### src/rtl/ipml_fifo_pkg.sv
// Shared helpers for the ipml FIFO family: width math, pointer wrap and legal parameter limits.
package ipml_fifo_pkg;

   localparam int unsigned MAX_DEPTH = 16;
   localparam int unsigned MAX_W     = 1152;

   function automatic int unsigned clog2(input int unsigned v);
      int unsigned r;
      r = 0;
      while ((32'd1 << r) < v) r = r + 1;
      return r;
   endfunction

   // Pointer wrap is an explicit compare so non-power-of-two depths work.
   function automatic int unsigned ptr_inc(input int unsigned p, input int unsigned depth);
      return (p >= depth - 1) ? 0 : p + 1;
   endfunction

endpackage

### src/rtl/ipml_fifo_lvl_flags.sv
// FIFO occupancy counter with registered almost-full/almost-empty flags derived from the next level.
module ipml_fifo_lvl_flags
   import ipml_fifo_pkg::*;
#(
   parameter int unsigned DEPTH     = 2,
   parameter int unsigned AFULL_TH  = 1,
   parameter int unsigned AEMPTY_TH = 1,
   parameter int unsigned LW        = 2
)(
   input  logic          clk,
   input  logic          rst_n,
   input  logic          flush,
   input  logic          push,
   input  logic          pop,
   output logic [LW-1:0] level,
   output logic          almost_full,
   output logic          almost_empty
);

   localparam logic [LW-1:0] AF_TH = LW'(AFULL_TH);
   localparam logic [LW-1:0] AE_TH = LW'(AEMPTY_TH);

   logic [LW-1:0] level_nxt;

   always_comb begin
      level_nxt = level;
      if (flush)
         level_nxt = '0;
      else if (push && !pop)
         level_nxt = level + 1'b1;
      else if (pop && !push)
         level_nxt = level - 1'b1;
   end

   always_ff @(posedge clk or negedge rst_n) begin
      if (!rst_n) begin
         level        <= '0;
         almost_full  <= 1'b0;
         almost_empty <= 1'b1;
      end else begin
         level        <= level_nxt;
         almost_full  <= (level_nxt >= AF_TH);
         almost_empty <= (level_nxt <= AE_TH);
      end
   end

endmodule

### src/rtl/ipml_reg_fifo_v2_0.sv
// Register-based valid/ready FIFO of 1..16 entries with level, almost flags, flush and optional ready pass-through.
module ipml_reg_fifo_v2_0
   import ipml_fifo_pkg::*;
#(
   parameter  int unsigned W          = 32,
   parameter  int unsigned DEPTH      = 2,
   parameter  int unsigned AFULL_TH   = DEPTH - 1,
   parameter  int unsigned AEMPTY_TH  = 1,
   parameter  int unsigned READY_PASS = 0,
   localparam int unsigned LW         = clog2(DEPTH + 1)
)(
   input  logic          clk,
   input  logic          rst_n,
   input  logic          flush,
   input  logic          data_in_valid,
   input  logic [W-1:0]  data_in,
   output logic          data_in_ready,
   input  logic          data_out_ready,
   output logic [W-1:0]  data_out,
   output logic          data_out_valid,
   output logic [LW-1:0] level,
   output logic          almost_full,
   output logic          almost_empty,
   output logic          overflow
);

   localparam int unsigned PW = (DEPTH > 1) ? clog2(DEPTH) : 1;

   logic [W-1:0]  mem [DEPTH];
   logic [PW-1:0] wr_ptr;
   logic [PW-1:0] rd_ptr;
   logic          full;
   logic          push;
   logic          pop;

   assign full           = (level == LW'(DEPTH));
   assign data_in_ready  = (READY_PASS != 0) ? (~full | data_out_ready) : ~full;
   assign data_out_valid = (level != '0);
   assign data_out       = mem[rd_ptr];
   assign push           = data_in_valid & data_in_ready;
   assign pop            = data_out_valid & data_out_ready;

   // When full with pass-through, wr_ptr == rd_ptr: the head is read out this cycle and its slot refilled.
   always_ff @(posedge clk) begin
      if (push && !flush)
         mem[wr_ptr] <= data_in;
   end

   always_ff @(posedge clk or negedge rst_n) begin
      if (!rst_n) begin
         wr_ptr   <= '0;
         rd_ptr   <= '0;
         overflow <= 1'b0;
      end else begin
         overflow <= data_in_valid & ~data_in_ready;
         if (flush) begin
            wr_ptr <= '0;
            rd_ptr <= '0;
         end else begin
            if (push)
               wr_ptr <= PW'(ptr_inc(32'(wr_ptr), DEPTH));
            if (pop)
               rd_ptr <= PW'(ptr_inc(32'(rd_ptr), DEPTH));
         end
      end
   end

   ipml_fifo_lvl_flags #(
      .DEPTH     (DEPTH),
      .AFULL_TH  (AFULL_TH),
      .AEMPTY_TH (AEMPTY_TH),
      .LW        (LW)
   ) u_lvl (
      .clk          (clk),
      .rst_n        (rst_n),
      .flush        (flush),
      .push         (push),
      .pop          (pop),
      .level        (level),
      .almost_full  (almost_full),
      .almost_empty (almost_empty)
   );

endmodule
### config.mk
export PLATFORM = sky130hd
export DESIGN_NAME = ipml_reg_fifo_v2_0
export DESIGN_NICKNAME = d
export VERILOG_FILES = /design/src/rtl/ipml_fifo_pkg.sv /design/src/rtl/ipml_fifo_lvl_flags.sv /design/src/rtl/ipml_reg_fifo_v2_0.sv
export SDC_FILE = /design/constraint.sdc
export NUM_CORES = 1
export LEC_CHECK = 0
export ABC_AREA = 1
export BUFFER_PORTS_ARGS = -buffer_cell sky130_fd_sc_hd__buf_2
export CAP_MARGIN = 20
export CORE_AREA = 2 2 73 75
export CTS_CLUSTER_SIZE = 14
export DETAILED_ROUTE_END_ITERATION = 16
export DIE_AREA = 0 0 75 77
export PLACE_DENSITY = 0.9
export SLEW_MARGIN = 40
export SYNTH_ARGS = -nofsm -noshare
export SYNTH_HDL_FRONTEND = slang
export SYNTH_SLANG_ARGS = --single-unit
export TNS_END_PERCENT = 20
### constraint.sdc
create_clock -name clk -period 6.4 [get_ports clk]
set_input_delay 0.64 -clock clk [delete_from_list [all_inputs] [get_ports clk]]
set_output_delay 0.64 -clock clk [all_outputs]
set_load 0.01 [all_outputs]
==> results.md, run 1 <==
* Number of I/O pins at 76
* Post-Syn Instances at 213
* Area of the die at 5775 um^2
* Number of synthesized register bits at 71
* Average cell area after synthesis at 12.60 um^2
* Share of synthesized area occupied by flip-flops and latches at 78.18%
* Diode insertion count for antenna repair at 0
* Critical path data required time at 5760 ps
* Clk root buf: clkbuf_8
* Post-CTS Setup Inserts at 0
* Routability congestion estimate at 0.7668
* Synthesized area at 2684 um^2
* Slew @ Worst Pin at 610.7 ps
* Worst hold path class: in2async
* Residual antenna-violating net count after detailed routing at 0
* Clock sink count at 71
* DR DRC count at 0
* Die Span Y at 77 um
* Leak Pwr at 0.001500 uW
* Synthesized net count at 252
* Post-synth cell types at 15
* Critical path data arrival time at 1910 ps
* Vias in the first global route at 1763
* Slack of the worst reg-to-reg path at 4390 ps
* Die outline width at 75 um
* H-Tree Depth at 3
* Maximum number of pins on one net before global-route repair at 35
* Final Net Count at 333
* Worst r2r path cells at 6
* Max Clock Freq at 392.7 MHz
* Launching point of the worst reg2reg path: u_lvl.level[0]
* Count of standard-cell rows at 26
* Clock slew seen by the registers of the worst setup and hold paths at 70 ps
* Total power divided by cell area at 329.9 nW/um^2
* Maximum fanout along the worst path at 34
* Final min period at 2546 ps
* Placed wire-length estimate after detailed placement at 3.265 mm
* Initial antenna violation count at 0
* Clock network latency to the later pin of the worst-skew pair at 340 ps
* Setup Crit Path Kind: reg2out
* Number of clock buffers inserted by TritonCTS at 9
* Area of the core at 4977 um^2
* CTS Hold Bufs at 0
* Setup TNS at 0 ps
* Run status: finished clean
* Via count normalized by instance count at 4.668
* Prevailing post-synth register cell: edfxtp_1
* Maximum clock insertion buffer count at 2
* Number of warnings reported in the yosys synthesis log at 0
* Period utilisation layout at 39.79%
* Capturing point of the worst reg2reg path: mem[0][29]
* Clock skew at 8.216 ps
* Worst slew margin at 59.29%
* Count of instances resized after the clock tree is built at 0
* Global-route wire length before repair at 7.583 mm
* Crit. End Element: primary output
* Post-Route WL at 4.853 mm
* Starting Density at 53.92%
* Final non-filler cell area at 3359 um^2
* Final setup viols at 0
* Total via count in the routed design at 1718
* VDD IR max at 0.2128 mV
* Number of port buffers at 75
* Overall fraction of global-route tracks in use at 18.22%
* Iteration-0 DRC count of the detailed router at 159
* Gr ovfl total at 0
* Max cap viols at 0
* RSZ-0062 raised after global routing: no
* Share of flip-flops with an asynchronous set or reset after synthesis at 9.859%
* Layout cell share with drive strength beyond 1 at 33.56%
* Final Hold Vio Count at 0
* Count of final max-slew check failures at 0
* CTS tree: done
* Area Overhead vs Synth at 25.17%
* Number of detailed-routing iterations run before antenna repair at 4
* DR WL/cell at 13.19 um
* Number of enable flip-flop cells after synthesis at 64
* Total placed instance area at 3183 um^2
* Worst setup SP type: flop
## worst max-delay path: stages (launching register included)
cell and delay, ps:
dfrtp_2 760, inv_2 420, nand2_1 160, nand2_1 70
buf_2 140
## synthesized netlist by cell type, types with 2 or more instances
library cell    n  area [um^2]
inv_2           2        7.510
nand2_1       105        394.1
nor2_1          4        15.01
edfxtp_1       64         1922
nand2_2         3        18.77
dfrtp_1         6        150.1
buf_2           7        35.03
nand3_1         5        25.02
ha_1            2        25.02
inv_1          10        37.54
## layer usage
layer  vias up  part of all wire, %  track usage, %
li1        859                    -               -
met1       780                   38           20.76
met2        69                   52           29.04
met3        10                  8.3           7.884
met4         0                  1.7           8.571
met5         -                    0               0
## cells by family after synthesis
logic type,Yosys count,synth area share [%]
compound gates,3,0.6059
fa+ha+maj,2,0.9323
buf+inv,19,2.984
flops,71,78.18
simple gates,118,17.30
## layout make-up
| type | count | area, um^2 |
|---|---|---|
| fill | 350 | 1618 |
| multi-input combinational | 123 | 520.5 |
| tap | 70 | 87.58 |
| clock inverter | 6 | 52.55 |
| inverter | 12 | 45.04 |
| sequential | 71 | 2100 |
| clock buffer | 9 | 123.9 |
| timing repair buffer | 77 | 430.4 |
## flip-flops by register name (all words and copies together), names as in the netlist
register            flops
mem                    64
overflow                1
rd_ptr                  1
u_lvl.almost_empty      1
u_lvl.almost_full       1
u_lvl.level             2
wr_ptr                  1
## worst max-delay path by stage
stage,slack (ps),endpoint,from,cells past startpoint
after global placement,3840,data_out[15],rd_ptr,4
final,3850,data_out[30],rd_ptr,4
after detailed placement,4230,data_out[30],rd_ptr,4
after CTS,3860,data_out[30],rd_ptr,4
after global routing,3720,data_out[15],rd_ptr,4
after floorplan,3680,mem[0][0],u_lvl.level[0],5
## where the power goes
group	total, uW	switching [uW]	internal (uW)
clock network	323	151	173
logic	215	133	82.0
registers	570	23.0	547
## per-stage QoR
stage / util [%] / total power, uW / hold slack, ps / cells / setup WS [ps]
after floorplan: - / 699.9 / 344.4 / 213 / 3684
after global placement: 62.82 / 779.1 / 480.9 / 351 / 3841
after detailed placement: 63.95 / 794.6 / 485.0 / 353 / 4234
after CTS: 67.50 / 1114 / 115.2 / 368 / 3856
after global routing: 67.50 / 1159 / 116.9 / 368 / 3716
final: 67.50 / 1108 / 117.6 / 368 / 3854
## placed cells by master (no fill, tap or decap), types with 3 or more instances in the layout
| cell type | netlist | final |
|---|---|---|
| edfxtp_1 | 64 | 64 |
| buf_2 | 7 | 75 |
| dfrtp_1 | 6 | 5 |
| nand3_1 | 5 | 5 |
| nor2_4 | 1 | 3 |
| nand2_2 | 3 | 3 |
| clkinv_2 | 0 | 3 |
| inv_1 | 10 | 10 |
| nand2_1 | 105 | 105 |
| clkbuf_8 | 0 | 9 |
Power figures use the tool's default switching activity.
==> inputs of run 2 (changes only) <==
--- a/config.mk
+++ b/config.mk
@@ -8,11 +8,11 @@
 export ABC_AREA = 1
 export BUFFER_PORTS_ARGS = -buffer_cell sky130_fd_sc_hd__buf_2
 export CAP_MARGIN = 20
-export CORE_AREA = 2 2 73 75
+export CORE_AREA = 2 2 80 82
 export CTS_CLUSTER_SIZE = 14
 export DETAILED_ROUTE_END_ITERATION = 16
-export DIE_AREA = 0 0 75 77
-export PLACE_DENSITY = 0.9
+export DIE_AREA = 0 0 82 84
+export PLACE_DENSITY = 0.81
 export SLEW_MARGIN = 40
 export SYNTH_ARGS = -nofsm -noshare
 export SYNTH_HDL_FRONTEND = slang
==> constraint.sdc (replaced) <==
create_clock -name clk -period 2.1 [get_ports clk]
set_input_delay 0.21 -clock clk [delete_from_list [all_inputs] [get_ports clk]]
set_output_delay 0.21 -clock clk [all_outputs]
set_load 0.01 [all_outputs]
==> results.md, run 2 (synthesized netlist as in run 1, its figures left out) <==
* Most frequent cells in the layout: nand2_1, buf_2, edfxtp_1
* Max cap viols at 0
* Leak Pwr at 0.001515 uW
* Critical path data arrival time at 1710 ps
* Number of I/O pins at 76
* Number of detailed-routing iterations run before antenna repair at 5
* Area of the die at 6888 um^2
* Critical path startpoint: u_lvl.level[0]
* Worst hold path cell count at 1
* RSZ-0062 raised after global routing: no
* Largest registers in the final layout: mem (64), u_lvl.level (2)
* CTS tree: done
* Count of final max-slew check failures at 0
* Die outline width at 82 um
* Period utilisation layout at 80.45%
* Post-CTS Setup Inserts at 0
* Clock network latency to the later pin of the worst-skew pair at 330 ps
* Most Frequent Cell on Critical Path: nor2_4
* Total Power at 3530 uW
* Count of standard-cell rows at 29
* Critical Path, Cell by Cell: inv_1, ha_1, nor2_4, nand2_1, nor2_4, buf_4
* Global-route wire length before repair at 7.527 mm
* Initial antenna violation count at 0
* Setup Crit Path Kind: reg2reg
* Final Hold Vio Count at 0
* Total via count in the routed design at 1725
* Gr ovfl total at 0
* Area of the core at 6096 um^2
* Worst Setup Slack post-DPL at 431.2 ps
* Max FFs per register at 64
* Clock slew seen by the registers of the worst setup and hold paths at 70 ps
* Final min period at 1689 ps
* Maximum fanout along the worst path at 18
* Final setup viols at 0
* Final Net Count at 336
* Starting Density at 44.03%
* DR WL/cell at 12.75 um
* Diode insertion count for antenna repair at 0
* Layout cell share with drive strength beyond 1 at 34.11%
* Endpoint of the worst hold path: mem[0][1]
* Largest incremental delay on the critical path at 370 ps
* Slack of the worst reg-to-reg path at 410 ps
* Maximum number of pins on one net before global-route repair at 35
* Origin of the worst min-delay path: data_in[1]
* VDD IR max at 0.6872 mV
* CTS Hold Bufs at 1
* Register bank with the most flops: mem
* Count of instances resized after the clock tree is built at 0
* Vias in the first global route at 1628
* Setup slack of the critical path after layout at 410.6 ps
* Placed wire-length estimate after detailed placement at 3.345 mm
* Iteration-0 DRC count of the detailed router at 92
* Worst slew margin at 63.79%
* Overall fraction of global-route tracks in use at 15.62%
* Critical path data required time at 2120 ps
* Max Clock Freq at 591.9 MHz
* Critical Path Slowest Stage Cell: dfrtp_1
* Via count normalized by instance count at 4.551
* Clock skew at 7.938 ps
* Routability congestion estimate at 0.7014
* Capturing point of the worst reg2reg path: mem[0][4]
* Leading cell type in the layout, fill and taps excluded: nand2_1
* Run status: finished clean
* Post-Route WL at 4.832 mm
* DR DRC count at 0
* Worst r2r path cells at 6
* Clk root buf: clkbuf_8
* Number of clock buffers inserted by TritonCTS at 9
* Die Span Y at 84 um
* Crit. End Element: flop
* Residual antenna-violating net count after detailed routing at 0
* Slew @ Worst Pin at 542.3 ps
* Launching point of the worst reg2reg path: u_lvl.level[0]
* Total power divided by cell area at 1038 nW/um^2
* Maximum clock insertion buffer count at 2
* Clock sink count at 71
* H-Tree Depth at 3
* Area Overhead vs Synth at 26.71%
* Worst hold path class: in2reg
* Number of port buffers at 75
* Worst setup SP type: flop
==> run 2: changes by cell type in the layout (fill, tap and decap cells not counted), sizes merged <==
| cell | change |
|---|---|
| buf | +2 |
| bufinv | +1 |
| clkbuf | +1 |
| clkinv | -3 |
| clkinvlp | +2 |
| dlygate4sd3 | +1 |
==> run 2: worst max-delay path by stage <==
stage	end	slack, ps	cells past startpoint
2_1_floorplan	mem[1][0]	-70	5
3_3_place_gp	mem[0][6]	500	6
3_5_place_dp	mem[0][26]	430	6
4_1_cts	data_out[14]	390	4
5_1_grt	data_out[19]	240	4
6_report	mem[0][4]	410	6
==> run 2: where the power goes <==
part | internal (uW) | switching (uW) | leakage (uW)
logic | 247 | 443 | 0.000738
registers | 1670 | 34.1 | 0.000675
clock network | 664 | 474 | 0.000102
total | 2580 | 951 | 0.00151
==> run 2: worst max-delay path, delay by kind of cell, from the launching register on <==
family                   cells  cell delay (ps)
adder cells (fa/ha/maj)      1              270
buffers and inverters        2              350
flip-flops                   1              370
AND/OR/NAND/NOR              3              370
==> run 2: metal layers <==
layer  up-vias  routed length [um]  GRT usage (%)
met2        62                2527          25.79
met4         0                 116          8.485
li1        870                   -              -
met1       782                1832          17.20
met3        11                 355          5.519
met5         -                   0              0
==> run 2: metrics by stage <==
step / hold slack, ps / instance area (um^2) / TNS [ps] / cells / utilization (%)
2_1_floorplan: -85.59 / 2694 / -2093 / 213 / -
4_1_cts: 42.63 / 3401 / 0 / 379 / 55.79
6_report: 62.29 / 3401 / 0 / 379 / 55.79
5_1_grt: 36.00 / 3401 / 0 / 379 / 55.79
3_5_place_dp: 55.27 / 3178 / 0 / 362 / 52.13
3_3_place_gp: 52.10 / 3178 / 0 / 362 / 52.13
==> run 2: area by class of cell <==
type                       instances  area, um^2
fill                             484        2695
sequential                        71        2098
multi-input combinational        123       520.5
timing repair buffer              80       427.9
clock buffer                      10       127.6
tap                               77       96.34
clock inverter                     6       85.08
inverter                          12       45.04
